<file path="src/rtl/ecc_log_pkg.sv">
// Shared severity/type encoding and interrupt-enable bit positions for the
// ECC error logger.
package ecc_log_pkg;

  localparam logic [1:0] ST_CLEAN = 2'd0;
  localparam logic [1:0] ST_SBIT  = 2'd1;
  localparam logic [1:0] ST_DBIT  = 2'd2;
  localparam logic [1:0] ST_FAULT = 2'd3;

  localparam int IRQ_SBIT  = 0;
  localparam int IRQ_DBIT  = 1;
  localparam int IRQ_FAULT = 2;

  // Highest-severity error reported on a read; ST_CLEAN when none is set.
  function automatic logic [1:0] ev_type(input logic sbit, input logic dbit, input logic fault);
    if (fault) begin
      return ST_FAULT;
    end else if (dbit) begin
      return ST_DBIT;
    end else if (sbit) begin
      return ST_SBIT;
    end else begin
      return ST_CLEAN;
    end
  endfunction

endpackage

</file>
<file path="src/rtl/ecc_sat_cnt.sv">
// Saturating event counter. A clear that coincides with an increment
// restarts the count at one, so the event is not lost.
module ecc_sat_cnt #(
  parameter int CNT_WIDTH = 16
) (
  input  logic                 clk,
  input  logic                 rst,
  input  logic                 clr,
  input  logic                 inc,
  output logic [CNT_WIDTH-1:0] cnt
);

  localparam logic [CNT_WIDTH-1:0] CNT_MAX = {CNT_WIDTH{1'b1}};
  localparam logic [CNT_WIDTH-1:0] CNT_ONE = {{(CNT_WIDTH-1){1'b0}}, 1'b1};

  logic [CNT_WIDTH-1:0] cnt_r;

  // Count register: reset, clear-then-count, saturating increment.
  always_ff @(posedge clk) begin
    if (rst) begin
      cnt_r <= {CNT_WIDTH{1'b0}};
    end else if (clr) begin
      cnt_r <= inc ? CNT_ONE : {CNT_WIDTH{1'b0}};
    end else if (inc && (cnt_r != CNT_MAX)) begin
      cnt_r <= cnt_r + CNT_ONE;
    end else begin
      cnt_r <= cnt_r;
    end
  end

  assign cnt = cnt_r;

endmodule

</file>
<file path="src/rtl/ecc_109_err_log.sv">
// Error logger behind the 109-bit ECC decode stage: event counters, monotonic
// severity state, first-error capture and a maskable level interrupt.
module ecc_109_err_log
  import ecc_log_pkg::*;
#(
  parameter int ADDR_WIDTH = 8,
  parameter int CNT_WIDTH  = 16
) (
  input  logic                  clk,
  input  logic                  rst,
  input  logic                  rd_vld,
  input  logic [ADDR_WIDTH-1:0] rd_addr,
  input  logic                  sbit_err,
  input  logic                  dbit_err,
  input  logic                  ecc_fault,
  input  logic                  err_clr,
  input  logic [2:0]            irq_en,
  output logic [CNT_WIDTH-1:0]  sbit_cnt,
  output logic [CNT_WIDTH-1:0]  dbit_cnt,
  output logic [CNT_WIDTH-1:0]  fault_cnt,
  output logic [1:0]            health,
  output logic                  first_err_vld,
  output logic [ADDR_WIDTH-1:0] first_err_addr,
  output logic [1:0]            first_err_type,
  output logic                  irq
);

  logic [1:0]            ev_type_s;
  logic [1:0]            health_base_s;
  logic [1:0]            health_nxt_s;
  logic                  fv_base_s;
  logic                  fv_nxt_s;
  logic [ADDR_WIDTH-1:0] fa_base_s;
  logic [ADDR_WIDTH-1:0] fa_nxt_s;
  logic [1:0]            ft_base_s;
  logic [1:0]            ft_nxt_s;

  logic [1:0]            health_r;
  logic                  fv_r;
  logic [ADDR_WIDTH-1:0] fa_r;
  logic [1:0]            ft_r;

  ecc_sat_cnt #(.CNT_WIDTH(CNT_WIDTH)) u_sbit_cnt (
    .clk(clk), .rst(rst), .clr(err_clr), .inc(rd_vld & sbit_err), .cnt(sbit_cnt)
  );
  ecc_sat_cnt #(.CNT_WIDTH(CNT_WIDTH)) u_dbit_cnt (
    .clk(clk), .rst(rst), .clr(err_clr), .inc(rd_vld & dbit_err), .cnt(dbit_cnt)
  );
  ecc_sat_cnt #(.CNT_WIDTH(CNT_WIDTH)) u_fault_cnt (
    .clk(clk), .rst(rst), .clr(err_clr), .inc(rd_vld & ecc_fault), .cnt(fault_cnt)
  );

  // Next-state logic: clear is folded into the base value before the event is applied.
  always_comb begin
    ev_type_s     = ev_type(sbit_err, dbit_err, ecc_fault);
    health_base_s = err_clr ? ST_CLEAN : health_r;
    fv_base_s     = err_clr ? 1'b0 : fv_r;
    fa_base_s     = err_clr ? {ADDR_WIDTH{1'b0}} : fa_r;
    ft_base_s     = err_clr ? ST_CLEAN : ft_r;

    if (rd_vld && (ev_type_s > health_base_s)) begin
      health_nxt_s = ev_type_s;
    end else begin
      health_nxt_s = health_base_s;
    end

    if (rd_vld && (ev_type_s != ST_CLEAN) && !fv_base_s) begin
      fv_nxt_s = 1'b1;
      fa_nxt_s = rd_addr;
      ft_nxt_s = ev_type_s;
    end else begin
      fv_nxt_s = fv_base_s;
      fa_nxt_s = fa_base_s;
      ft_nxt_s = ft_base_s;
    end
  end

  // Severity and first-error capture registers.
  always_ff @(posedge clk) begin
    if (rst) begin
      health_r <= ST_CLEAN;
      fv_r     <= 1'b0;
      fa_r     <= {ADDR_WIDTH{1'b0}};
      ft_r     <= ST_CLEAN;
    end else begin
      health_r <= health_nxt_s;
      fv_r     <= fv_nxt_s;
      fa_r     <= fa_nxt_s;
      ft_r     <= ft_nxt_s;
    end
  end

  assign health         = health_r;
  assign first_err_vld  = fv_r;
  assign first_err_addr = fa_r;
  assign first_err_type = ft_r;

  // Decoded from registered state only, so irq_en changes take effect at once.
  assign irq = (irq_en[IRQ_SBIT]  & (health_r >= ST_SBIT))
             | (irq_en[IRQ_DBIT]  & (health_r >= ST_DBIT))
             | (irq_en[IRQ_FAULT] & (health_r == ST_FAULT));

endmodule

</file>
<file path="config.mk">
export PLATFORM = sky130hd
export DESIGN_NAME = ecc_109_err_log
export DESIGN_NICKNAME = d
export VERILOG_FILES = /design/src/rtl/ecc_log_pkg.sv /design/src/rtl/ecc_sat_cnt.sv /design/src/rtl/ecc_109_err_log.sv
export SDC_FILE = /design/constraint.sdc
export NUM_CORES = 1
export LEC_CHECK = 0
export BUFFER_PORTS_ARGS = -buffer_cell sky130_fd_sc_hd__buf_4
export CAP_MARGIN = 0
export CORE_ASPECT_RATIO = 2
export CORE_UTILIZATION = 57
export DETAILED_ROUTE_END_ITERATION = 6
export GPL_TIMING_DRIVEN = 0
export PLACE_DENSITY = 0.87
export SYNTH_ARGS = -nofsm -noshare
export SYNTH_HDL_FRONTEND = slang
export SYNTH_SLANG_ARGS = --single-unit
</file>
<file path="constraint.sdc">
create_clock -name clk -period 3 [get_ports clk]
set_clock_uncertainty 0.1 [all_clocks]
set_input_delay 0 -clock clk [delete_from_list [all_inputs] [get_ports clk]]
set_output_delay 0 -clock clk [all_outputs]
set_load 0.01 [all_outputs]
</file>
Yosys cells after proc, flatten, opt, wreduce, memory -nomap -nowiden
Index checks and enable logic that the tools add are counted.

storage, ports and cells
  register bits after elaboration = 61
  input port bits = 18
  output and inout bits = 62
  word-level logic and storage cells = 57

operators by class
  add/subtract/negate cells = 3
  order comparisons = 3
  equal/unequal tests = 4
  muxes and demuxes = 20
  bitwise logic cells = 8
  reductions and logical operators = 12

operators by type and width
  kind                                                                                 number
  16-bit two-way mux                                                                   6
  16-bit by 1-bit adder with 16-bit output, second input constant                      3
  16-bit != test, second input constant                                                3
  8-bit two-way mux                                                                    2
  2-bit two-way mux                                                                    6
  2-bit nonzero test                                                                   5
  1-bit bitwise AND                                                                    6
  1-bit logical AND                                                                    6
  1-bit two-way mux                                                                    6
  2-bit equality test, second input constant                                           1
  2-bit by 1-bit greater-or-equal comparator with 1-bit output, second input constant  1
  2-bit greater-or-equal comparator, second input constant                             1
  2-bit greater-than comparator                                                        1
  1-bit OR                                                                             2
  1-bit logical NOT                                                                    1

Longest topological paths before layout
  depth in word-level cells = 7
  mapped depth = 8
  gate-level depth less buffers = 8

By module
From an unflattened synthesis, not the netlist that was laid out.

second synthesis, totals
  cell total of the unflattened synthesis = 384
  area total of the unflattened synthesis = 3246.9 µm²

modules (own cells, without submodules)
  module           times used  cells each  area an instance (µm²)  sequential area each (µm²)
  ecc_sat_cnt      3           99          840.8                   320.3
  ecc_109_err_log  1           87          724.4                   260.2

Least setup slack after synthesis
Ideal clock, no wire load.

  kind = reg2reg
  start = register u_dbit_cnt.cnt_r[0], in the netlist u_dbit_cnt.cnt[0]
  end = register u_dbit_cnt.cnt_r[13], in the netlist u_dbit_cnt.cnt[13]
  setup time = 132 ps
  arrival = 1665 ps
  data required time = 2768 ps
  slack = 1103 ps
  cell stages (with the launch flop) = 6
  buffers on the path = 0
  clock period less this slack = 1897 ps
  cells stage by stage = dfxtp_1 -> ha_1 -> inv_1 -> nor4_1 -> or4_1 -> a21oi_1

on the way
  word-level cells in the longest chain between the ends = 3
  elaborated cells on any way between the ends = 6
  classes of those cells = 1 x add/sub; 1 x eq/ne; 2 x mux; 2 x reduce/logical

ends and longest elaborated chain
  element                                                                            RTL line                              RTL
  start, declared                                                                    ecc_sat_cnt.sv:16                     logic [CNT_WIDTH-1:0] cnt_r;
  start signal, assigned                                                             ecc_sat_cnt.sv:21                     cnt_r <= {CNT_WIDTH{1'b0}};
  start signal, assigned                                                             ecc_sat_cnt.sv:23                     cnt_r <= inc ? CNT_ONE : {CNT_WIDTH{1'b0}};
  start signal, assigned                                                             ecc_sat_cnt.sv:25                     cnt_r <= cnt_r + CNT_ONE;
  16-bit by 1-bit adder with 16-bit output / 16-bit != test (equally long branches)  ecc_sat_cnt.sv:25, ecc_sat_cnt.sv:24
  16-bit two-way mux / 1-bit logical AND (equally long branches)                     ecc_sat_cnt.sv:24                     end else if (inc && (cnt_r != CNT_MAX)) begin
  16-bit two-way mux / 2-bit nonzero test (equally long branches)                    n/a

Parallel ways exist; a longest one is shown, timed or not. The select of a mux whose other input is x is not followed.
A chain may end at the register's enable or synchronous reset.

Final worst setup path
  start = register u_dbit_cnt.cnt_r[0], in the netlist u_dbit_cnt.cnt[0]
  end = register u_dbit_cnt.cnt_r[9], in the netlist u_dbit_cnt.cnt[9]

Same word-level chain as after synthesis.

==> summary.md <==
• **syn nets** 399
• **power density over cell area** 399 nW/um^2
• **relative max-transition margin** 29.1%
• **buffer type at the clock tree root** sky130_fd_sc_hd__clkbuf_8
• **beginning of the worst hold path** err_clr
• **Die Width** 54.9 microns
• **num rows** 38
• **Max H-tree Level** 3
• **unrepaired setup endpoints after global routing** false
• **cells after synthesis** 376
• **leakage power total** 1.57 nW
• **hold buffer count at cts** 13
• **flip-flop and latch count after synthesis** 61
• **Final Worst Setup Slack** 720 ps
• **WP data arrival** 2400 ps
• **final hold violation count** 0
• **count of flip-flops with a built-in enable after synthesis** 0
• **fin crit share** 76.0%
• **Max Fanout on Critical Path** 8
• **average via count per standard cell** 6.42
• **final hold slack** 7.51 ps
• **most common cell after layout, fill and taps aside** sky130_fd_sc_hd__buf_4
• **sort of element at the end of the critical path** flip-flop
• **overall die area** 5930 sq um
• **routed length on met1** 3.36 mm
• **synth-to-layout area growth** 30.3%
• **main flop type after synthesis** sky130_fd_sc_hd__dfxtp_1
• **DR WL/cell** 16.9 microns
• **initial standard-cell utilization of the core** 59.0%
• **ant diodes** 0
• **synthesized cell area** 3200 sq um
• **pre-CTS setup slack** 770 ps
• **fill cell count** 398
• **total overflow reported by the global router** 0
• **CP required** 3120 ps
• **CTS tree** yes
• **source of the critical timing path** u_dbit_cnt.cnt[0]
• **wire length of the first global-routing pass** 14.7 mm
• **worst IR drop on VDD** 0.433 mV
• **vias in the first global route** 3,317
• **result of the run** complete, no violations
• **commonest cells after routing, fill and taps aside** sky130_fd_sc_hd__buf_4 (79), sky130_fd_sc_hd__dfxtp_1 (61), sky130_fd_sc_hd__a21oi_1 (37), sky130_fd_sc_hd__nand2_1 (29)
• **Clock Sink Count** 61
• **# setup viols final** 0
• **worst reg2reg setup slack** 720 ps
• **per-instance average area after synthesis** 8.50 sq um
• **actual transition at the worst max-transition pin** 1050 ps
• **total DRC errors in the routed layout** 0
• **number of clock buffers inserted by TritonCTS** 9
• **DRT Pass-1 Iters** 5
• **crit start category** flip-flop
• **min cycle time layout** 2280 ps
• **share of flip-flops with an asynchronous set or reset** 0%
• **worst setup path category** flip-flop to flip-flop
• **IO Pins** 80
• **clk buf depth** 2
• **fraction of the yosys area taken by sequential cells** 38.2%
• **port bufs** 79
• **capturing instance or port of the critical path** u_dbit_cnt.cnt[9]
• **Total Neg Setup Slack** 0 ps
• **fraction of final layout cells with drive strength greater than 1** 22.7%
• **final wirelength** 9.19 mm
• **cell count of the worst reg-to-reg path** 5
• **CTS-repair resized insts** 0
• **path category of the worst min-delay check** input port to flip-flop
• **met3 routed WL** 426 microns
• **count of nets after finishing** 502
• **worst reg2reg startpoint** u_dbit_cnt.cnt[0]
• **DRT iter0 DRCs** 143
• **warning count from the yosys run** 0
• **Worst-Skew Late Latency** 350 ps
• **Non-Filler Instances** 544
• **total instance count after detailed placement** 515
• **combined global-route utilization of all metal layers** 33.7%
• **number of unique standard cell types used by synthesis** 41
• **highest clock rate** 439 MHz
• **DIE HEIGHT** 108 microns
• **Met2 Wirelength** 5.15 mm
• **area of the placeable core** 5420 sq um
• **highest metal used** met4
• **Post CTS Setup Buffer Count** 0
• **largest net degree at the start of global routing** 11
• **antenna violations before repair** 0
• **dpl hpwl** 6.31 mm
• **capture point of the worst reg-to-reg path** u_dbit_cnt.cnt[9]
• **count of maximum capacitance violations** 0
• **clk slew on worst S/H paths** 70 ps
• **routability congestion estimate** 0.920
• **antenna-violating nets left** 0
• **Final Max Slew Viols** 0
• **via total after detailed routing** 3,491
[worst max-delay path, cell delays in order (launching register included)]
cell,delay [ps]
sky130_fd_sc_hd__dfxtp_1,450
sky130_fd_sc_hd__ha_1,320
sky130_fd_sc_hd__inv_1,90
sky130_fd_sc_hd__nor4_1,910
sky130_fd_sc_hd__or4_1,220
sky130_fd_sc_hd__a21oi_1,60
[through the flow]
step | total power [mW] | utilization (%) | area [sq um]
floorplan | 0.925 | - | 3200
global placement | 0.985 | 71.3 | 3860
detailed placement | 0.990 | 71.3 | 3860
CTS | 1.65 | 76.8 | 4170
global route | 1.71 | 76.8 | 4170
finish | 1.66 | 76.8 | 4170
[worst min-delay path by stage]
stage / slack, ps / depth (start not counted) / endpoint
6_report: 8 / 4 / u_dbit_cnt.cnt[10]
2_1_floorplan: 40 / 2 / first_err_addr[0]
5_1_grt: 20 / 4 / u_sbit_cnt.cnt[6]
3_5_place_dp: 140 / 3 / first_err_addr[4]
3_3_place_gp: 130 / 3 / first_err_addr[7]
4_1_cts: 1 / 4 / u_sbit_cnt.cnt[6]
[per-layer routing]
layer	up-vias	track usage, %
met5	-	0
met4	0	15.9
met3	21	8.90
met2	141	57.7
met1	1660	35.9
li1	1669	-
[state kept, by name, summed over array words and instances (netlist names)]
name and count:
first_err_vld 1, u_dbit_cnt.cnt 16, health 2, first_err_addr 8, u_fault_cnt.cnt 16, first_err_type 2, u_sbit_cnt.cnt 16
[power breakdown]
part           internal (mW)  total (mW)  switching, mW
Combinational         0.0755       0.156         0.0806
Clock                  0.345       0.668          0.323
Sequential             0.824       0.836         0.0125
[cells in the mapped netlist (3+ instances only)]
library cell | count | area share, %
sky130_fd_sc_hd__or4_1 | 25 | 5.9
sky130_fd_sc_hd__and2_1 | 3 | 0.59
sky130_fd_sc_hd__or2_2 | 4 | 0.78
sky130_fd_sc_hd__inv_1 | 10 | 1.2
sky130_fd_sc_hd__buf_2 | 6 | 0.94
sky130_fd_sc_hd__nand4_1 | 16 | 3.1
sky130_fd_sc_hd__nor3_1 | 9 | 1.4
sky130_fd_sc_hd__clkbuf_1 | 10 | 1.2
sky130_fd_sc_hd__a21oi_1 | 37 | 5.8
sky130_fd_sc_hd__nand3_1 | 16 | 2.5
sky130_fd_sc_hd__o31ai_1 | 25 | 5.9
sky130_fd_sc_hd__o41ai_1 | 4 | 1.1
sky130_fd_sc_hd__and4_1 | 9 | 2.5
sky130_fd_sc_hd__o211ai_1 | 3 | 0.70
sky130_fd_sc_hd__a31oi_1 | 5 | 0.98
sky130_fd_sc_hd__mux2i_1 | 16 | 5.0
sky130_fd_sc_hd__a211oi_1 | 4 | 0.94
sky130_fd_sc_hd__nor4_1 | 3 | 0.59
sky130_fd_sc_hd__or3_1 | 7 | 1.4
sky130_fd_sc_hd__o21ai_0 | 11 | 1.7
sky130_fd_sc_hd__nor2b_1 | 13 | 2.5
sky130_fd_sc_hd__nor4_2 | 3 | 1.2
sky130_fd_sc_hd__ha_1 | 5 | 2.0
sky130_fd_sc_hd__o311ai_0 | 4 | 1.1
sky130_fd_sc_hd__nor2_1 | 20 | 2.3
sky130_fd_sc_hd__dfxtp_1 | 61 | 38
sky130_fd_sc_hd__nand2_1 | 29 | 3.4
[cell type report]
| class | count | area [sq um] | area share [%] |
|---|---|---|---|
| clock buffers | 15 | 166 | 4.00 |
| repair buffers | 92 | 723 | 17.4 |
| multi-input cells | 289 | 1870 | 44.9 |
| flip-flops and latches | 61 | 1220 | 29.3 |
| inverters | 10 | 37.5 | 0.901 |
| plain buffers | 16 | 67.6 | 1.62 |
| well taps | 60 | 75.1 | 1.80 |
| clock inverters | 1 | 5.00 | 0.120 |
[kinds of logic after synthesis]
family | count (synthesis) | synth area share [%]
DFF | 61 | 38.2
buffers and inverters | 26 | 3.29
AOI/OAI and AO/OA | 98 | 19.5
adders and majority gates | 5 | 1.96
muxes | 16 | 5.01
and+or+nand+nor | 170 | 32.0
(Power assumes the default switching activity.)
